### src/rtl/processor_control_pkg.sv
// Shared A8Q2 definitions: state encodings, opcode/funct constants and small helpers.
package processor_control_pkg;

  typedef enum logic [2:0] {
    ST_IDLE   = 3'd0,
    ST_FETCH  = 3'd1,
    ST_DECODE = 3'd2,
    ST_RF     = 3'd3,
    ST_EX     = 3'd4,
    ST_WB     = 3'd5,
    ST_OUTPUT = 3'd6,
    ST_HALT   = 3'd7
  } state_t;

  localparam logic [5:0] OP_RTYPE = 6'h00;
  localparam logic [5:0] OP_ADDIU = 6'h09;
  localparam logic [5:0] OP_HALT  = 6'h3F;

  localparam logic [5:0] FN_ADD = 6'h20;
  localparam logic [5:0] FN_SUB = 6'h22;
  localparam logic [5:0] FN_AND = 6'h24;
  localparam logic [5:0] FN_OR  = 6'h25;
  localparam logic [5:0] FN_SLT = 6'h2A;

  // Register whose value the register file presents during OUTPUT.
  localparam logic [4:0] OUTPUT_REG = 5'd4;

  function automatic logic [7:0] sat_inc8(input logic [7:0] v);
    return (v == 8'hFF) ? v : v + 8'd1;
  endfunction

endpackage

### src/rtl/processor_control_alu.sv
// Combinational 8-bit execute unit; flags any opcode/funct it cannot execute.
module alu8
  import processor_control_pkg::*;
(
  input  logic [7:0] a,
  input  logic [7:0] b,
  input  logic [7:0] imm8,
  input  logic [5:0] opcode,
  input  logic [5:0] funct,
  output logic [7:0] y,
  output logic       invalid
);

  always_comb begin
    y       = 8'd0;
    invalid = 1'b0;
    if (opcode == OP_RTYPE) begin
      case (funct)
        FN_ADD:  y = a + b;
        FN_SUB:  y = a - b;
        FN_AND:  y = a & b;
        FN_OR:   y = a | b;
        FN_SLT:  y = {7'd0, ($signed(a) < $signed(b))};
        default: invalid = 1'b1;
      endcase
    end else if (opcode == OP_ADDIU) begin
      y = a + imm8;
    end else begin
      invalid = 1'b1;
    end
  end

endmodule

### src/rtl/processor_control.sv
// A8Q2 multi-cycle sequencer: fetch/decode/execute and register-file handshake.
//
// state  | meaning
// IDLE   | waiting for start after reset
// FETCH  | latch instr into IR, clear invalid flag
// DECODE | fields stable; halt goes to OUTPUT, else flag invalid
// RF     | register file samples rs/rt
// EX     | result <= alu(rsv, rtv, IR)
// WB     | register file writes rd; advance pc
// OUTPUT | register file presents r4 and raises done
// HALT   | capture r4 once on rf_done; start restarts from pc 0
module processor_control
  import processor_control_pkg::*;
#(
  parameter int PC_W = 5
) (
  input  logic            clk,
  input  logic            rstn,
  input  logic            start,
  output logic [PC_W-1:0] instr_addr,
  input  logic [31:0]     instr,
  output logic [2:0]      state,
  output logic [4:0]      rs,
  output logic [4:0]      rt,
  output logic [4:0]      rd,
  output logic [7:0]      result,
  output logic            instruction_invalid,
  input  logic [7:0]      rsv,
  input  logic [7:0]      rtv,
  input  logic            rf_done,
  output logic            busy,
  output logic            halted,
  output logic [7:0]      out_value,
  output logic [7:0]      invalid_count
);

  localparam logic [PC_W-1:0] PC_LAST = '1;

  state_t          st;
  logic [PC_W-1:0] pc;
  logic [31:0]     ir;
  logic            captured;
  logic [7:0]      alu_y;
  logic            alu_inv;
  logic            unused_ir_bits;

  alu8 u_alu (
    .a       (rsv),
    .b       (rtv),
    .imm8    (ir[7:0]),
    .opcode  (ir[31:26]),
    .funct   (ir[5:0]),
    .y       (alu_y),
    .invalid (alu_inv)
  );

  always_ff @(posedge clk or negedge rstn) begin
    if (!rstn) begin
      st                  <= ST_IDLE;
      pc                  <= '0;
      ir                  <= '0;
      result              <= '0;
      instruction_invalid <= 1'b0;
      out_value           <= '0;
      invalid_count       <= '0;
      captured            <= 1'b0;
    end else begin
      case (st)
        ST_IDLE: begin
          if (start) begin
            pc            <= '0;
            invalid_count <= '0;
            st            <= ST_FETCH;
          end
        end
        ST_FETCH: begin
          ir                  <= instr;
          instruction_invalid <= 1'b0;
          st                  <= ST_DECODE;
        end
        ST_DECODE: begin
          if (ir[31:26] == OP_HALT) begin
            st <= ST_OUTPUT;
          end else begin
            instruction_invalid <= alu_inv;
            st                  <= ST_RF;
          end
        end
        ST_RF: st <= ST_EX;
        ST_EX: begin
          result <= alu_y;
          st     <= ST_WB;
        end
        ST_WB: begin
          if (instruction_invalid) invalid_count <= sat_inc8(invalid_count);
          // Last address ends the run instead of wrapping back to 0.
          if (pc == PC_LAST) begin
            st <= ST_OUTPUT;
          end else begin
            pc <= pc + 1'b1;
            st <= ST_FETCH;
          end
        end
        ST_OUTPUT: begin
          captured <= 1'b0;
          st       <= ST_HALT;
        end
        ST_HALT: begin
          if (start) begin
            pc            <= '0;
            invalid_count <= '0;
            st            <= ST_FETCH;
          end else if (rf_done && !captured) begin
            out_value <= rsv;
            captured  <= 1'b1;
          end
        end
        default: st <= ST_IDLE;
      endcase
    end
  end

  assign instr_addr     = pc;
  assign state          = st;
  assign rs             = ir[25:21];
  assign rt             = ir[20:16];
  assign rd             = (ir[31:26] == OP_ADDIU) ? ir[20:16] : ir[15:11];
  assign busy           = (st != ST_IDLE) && (st != ST_HALT);
  assign halted         = (st == ST_HALT);
  assign unused_ir_bits = ^ir[10:8];

endmodule

### config.mk
export PLATFORM = sky130hd
export DESIGN_NAME = processor_control
export DESIGN_NICKNAME = d
export VERILOG_FILES = /design/src/rtl/processor_control_pkg.sv /design/src/rtl/processor_control_alu.sv /design/src/rtl/processor_control.sv
export SDC_FILE = /design/constraint.sdc
export NUM_CORES = 1
export LEC_CHECK = 0
export ABC_AREA = 1
export CORE_MARGIN = 3
export CORE_UTILIZATION = 46
export DETAILED_ROUTE_END_ITERATION = 8
export PLACE_DENSITY = 0.74
export SETUP_SLACK_MARGIN = 0.4
export SYNTH_ARGS = -nofsm -noshare
export SYNTH_HDL_FRONTEND = slang
export SYNTH_SLANG_ARGS = --single-unit
### constraint.sdc
create_clock -name clk -period 1.5 [get_ports clk]
set_input_delay 0.3 -clock clk [delete_from_list [all_inputs] [get_ports clk]]
set_output_delay 0.3 -clock clk [all_outputs]
set_load 0.005 [all_outputs]
==> results.toml, run 1 <==
[logic_synthesis]
synthDistinctLibCells = 37
ys.warnings.count = 0
synth-seq-area-share_pct = 36.7
syn_area_per_cell_sq_um = 7.89
synth_area_sq_um = 4290
ys_seq_elements = 63
synth_fp_nets = 634
syn-instance-count = 544

[placed_design]
pre_cts_slack_ns = -0.786
hpwlAfterDp_um = 9590
io_buffer_count = 98
routabilityCongestion = 0.869
postPlaceCellArea_sq_um = 6340

[floorplan]
start_util_pct = 48.3
die_w_um = 103
io_pins = 102
num_rows = 34
die_y_um = 103

[clock_tree]
htreeDepth = 3
root_buffer = "clkbuf_8"
cts_buffers = 9
cts_max_path_buffers = 2
clkSinkCount = 63

[outcome]
error_line = "[ERROR GRT-0232] Routing congestion too high. Check the congestion heatmap in the GUI."
flow.stopped_at = "global routing (5_1_grt)"
status = "stopped before the end"

[grt]
grt.total_usage_pct = 63.4
grt_max_degree = 64
grt-ovfl-total = 17

[sta]
grt-worst-endpoint = "rd[2]"
worstEpCategory = "top-level output"
-- routing by layer --
layer / track usage, % / GRT overflow
met5: 14.4 / 0
met4: 59.1 / 9
met3: 43.9 / 0
met2: 85.6 / 8
met1: 62.7 / 0
-- cells in the mapped netlist, drive strengths merged --
cell type / instances / share of area (%)
xor2: 7 / 1.4
o21ai: 24 / 2.9
nor3: 4 / 0.58
a31oi: 2 / 0.29
inv: 73 / 6.4
or2: 2 / 0.29
nand4: 7 / 1.0
o2111ai: 3 / 0.61
a21oi: 35 / 4.1
o211ai: 1 / 0.17
nand2: 122 / 11
a21o: 2 / 0.35
nand3: 42 / 4.9
nor2: 51 / 4.6
fa: 3 / 1.4
nor4: 2 / 0.29
o31ai: 6 / 1.0
clkbuf: 4 / 0.35
xnor2: 1 / 0.20
o21bai: 2 / 0.35
o211a: 2 / 0.47
mux2: 22 / 5.8
buf: 17 / 2.7
and2: 1 / 0.15
nand3b: 4 / 0.70
a21boi: 1 / 0.17
a22o: 2 / 0.41
o22ai: 4 / 0.58
ha: 35 / 10
dfrtp: 63 / 37
-- logic make-up after synthesis --
logic type	synth area share, %
flops	36.7
xor+xnor	1.63
simple gates	23.4
mux	5.77
buf+inv	9.44
compound gates	11.4
fa+ha+maj	11.6
-- stage by stage --
stage,std cells,TNS [ns]
3_5_place_dp,830,-7.68
3_3_place_gp,830,-7.08
4_1_cts,927,-4.61
2_1_floorplan,544,-0.245
-- timing repair --
action,in CTS
cloned,8
pin swaps,57
hold endpoints to repair,63
hold buffers,1
setup endpoints to repair,113
buffers inserted,72
gates resized for setup,431
==> inputs of run 2 (changes only) <==
--- a/config.mk
+++ b/config.mk
@@ -7,10 +7,9 @@
 export LEC_CHECK = 0
 export ABC_AREA = 1
 export CORE_MARGIN = 3
-export CORE_UTILIZATION = 46
+export CORE_UTILIZATION = 40
 export DETAILED_ROUTE_END_ITERATION = 8
-export PLACE_DENSITY = 0.74
-export SETUP_SLACK_MARGIN = 0.4
+export PLACE_DENSITY_LB_ADDON = 0.15
 export SYNTH_ARGS = -nofsm -noshare
 export SYNTH_HDL_FRONTEND = slang
 export SYNTH_SLANG_ARGS = --single-unit
==> constraint.sdc (replaced) <==
create_clock -name clk -period 2 [get_ports clk]
set_input_delay 0.4 -clock clk [delete_from_list [all_inputs] [get_ports clk]]
set_output_delay 0.4 -clock clk [all_outputs]
set_load 0.005 [all_outputs]
==> results.toml, run 2 <==
[floorplan]
die-area_sq_um = 12000
start_util_pct = 41.4
die_y_um = 110
io_pins = 102
num_rows = 37
die_w_um = 110
core_sq_um = 10400

[worst_setup_path]
crit_fanout = 7
critPathKind = "reg2out"
worst_ep_arrival_time_ns = 1.50
end_kind = "output port"
worstSetupStartpointType = "flip-flop"
ff2ff_setup_slack_ns = 0.18
required_ns = 1.60

[cells_and_area]
drive_gt1_share_pct = 24.8
final_util_pct = 61.0
stdcell_area_sq_um = 6330
largest_register_ffs = 29
fin_nets = 806
antenna_cells = 0
largest-register = "ir"
layoutNonFillerInstCount = 857
area_delta_synth_final_pct = 47.4
final_common_cell = "nand2_1"
final_cell_mix = "nand2_1 (115), buf_4 (81), clkdlybuf4s50_1 (79), dfrtp_1 (60), inv_1 (58)"

[logic_synthesis]
syn-instance-count = 544
syn_area_per_cell_sq_um = 7.89
synth_flop_cell = "dfrtp_1"
synth_fp_nets = 634
synth_common_cells = "nand2_1 (118), inv_1 (69), dfrtp_1 (63)"
postSynth.asyncResetShare_pct = 100
netlist.top_cell.by_area = "dfrtp_1"
synth_edf_count = 0
synth_most_common_cell = "nand2_1"
synthDistinctLibCells = 37
synth_top_area_share_pct = 36.7
ys_seq_elements = 63
ys_top_cells_by_area = "dfrtp_1 (37%), nand2_1 (10%), ha_1 (10%)"
synth_area_sq_um = 4290
synth-seq-area-share_pct = 36.7
ys.warnings.count = 0

[sta]
post-route-min-period_ns = 1.90
fmax_mhz = 526
slew_headroom_pct = 62.9
maxSlewViolCount = 0
setup_viol = 0
grt_setup_unrepaired = "yes"
timing.hold.ws_ns = 0.0403
final.setup_skew_ns = 0.0194
period_share_pct = 95.1
hold_viol_final = 0
worst_pin_slew_ns = 0.552

[power]
p_leak_nw = 3.14
powerDensity_nw_per_um2 = 1180
finalPower_mw = 7.45
ir_worst_vdd_mv = 0.671

[clock_tree]
path_clk_slew_ns = 0.09
clock_latency_ns = 0.34
clkSinkCount = 63
htreeDepth = 3
cts_max_path_buffers = 2
cts_tree = "yes"
cts_buffers = 9
root_buffer = "clkbuf_8"

[grt]
grt_max_degree = 64
grt_pass1_vias = 4307
grt-ovfl-total = 0
grt.total_usage_pct = 20.7
antenna_found_initial = 0
grt_pass1_wl_um = 19700

[routing]
drc = 0
dr.max_layer_used = "met4"
met3WireLength_um = 712
wl_met2_um = 5740
drtIter0Drc = 162
ant_nets = 0
drt_wl_total_um = 11900
drt-met1-wl_um = 5360
via_per_inst = 4.94
firstDrtPassIters = 5
vias = 4237
wl_per_cell_um = 13.9

[placed_design]
dpl.cell_count = 822
io_buffer_count = 98
postPlaceCellArea_sq_um = 5810
routabilityCongestion = 0.925
hpwlAfterDp_um = 9100

[outcome]
status = "finished, final reports clean"

[min_path]
hold_path.class = "in2async"

[job]
max-cap-violations = 0
-- run 2: worst max-delay path: stages, from the launching register on --
cell and delay, ns:
dfrtp_2 0.46, nand3_2 0.14, inv_1 0.08, clkdlybuf4s50_1 0.49
-- run 2: area by class of cell --
type	count	area [sq um]
Fill cell	952	4040
Inverter	73	277
Sequential cell	63	1580
Timing Repair Buffer	182	1630
Clock inverter	5	63.8
Clock buffer	11	151
Tap cell	136	170
Multi-Input combinational cell	387	2460
-- run 2: cell families (layout without fill, tap and decap cells) --
family / count (synthesis) / count (layout) / synth area share (%)
compound gates: 84 / 84 / 11.4
mux: 22 / 22 / 5.77
flops: 63 / 63 / 36.7
xor+xnor: 8 / 8 / 1.63
simple gates: 235 / 235 / 23.4
buf+inv: 94 / 271 / 9.44
fa+ha+maj: 38 / 38 / 11.6
-- run 2: metrics by stage --
step | worst slack, ns | setup TNS, ns
after floorplan | 0.237 | 0
after global placement | -0.353 | -2.16
after detailed placement | -0.463 | -2.60
after CTS | -0.0107 | -0.0107
after global routing | -0.0485 | -0.0485
final | 0.0986 | 0
-- run 2: worst paths after layout --
kind | cells past startpoint | to | startpoint
min in group clk | 4 | out_value[5]$_DFFE_PN0P_ | rsv[5]
worst max register to register | 13 | result[5]$_DFFE_PN0P_ | ir[31]$_DFFE_PN0P_
worst min register to register | 2 | out_value[3]$_DFFE_PN0P_ | out_value[3]$_DFFE_PN0P_
max in group asynchronous | 2 | ir[28]$_DFFE_PN0P_ | rstn
worst min-delay path | 2 | out_value[2]$_DFFE_PN0P_ | rstn
worst max-delay path | 3 | halted | state[2]$_DFFE_PN0N_
-- run 2: where the power goes --
part	leakage (nW)	switching (mW)	internal [mW]
combinational	2.26	1.81	2.10
sequential	0.770	0.458	1.87
clock	0.107	0.555	0.655
total	3.14	2.82	4.63
-- run 2: metal layers --
layer  vias to the layer above  track usage, %
met4                         0            4.19
met3                        10            4.64
met5                         -               0
met2                       121            35.0
met1                      1979            27.4
li1                       2127               -
-- run 2: timing repair --
item,4_1_cts,5_1_grt
buffers inserted,19,3
hold buffers,0,0
pin swaps,5,11
resized for setup,22,56
setup endpoints to repair,10,13
cloned,0,0
No activity file was read; power rests on OpenSTA's default activity.
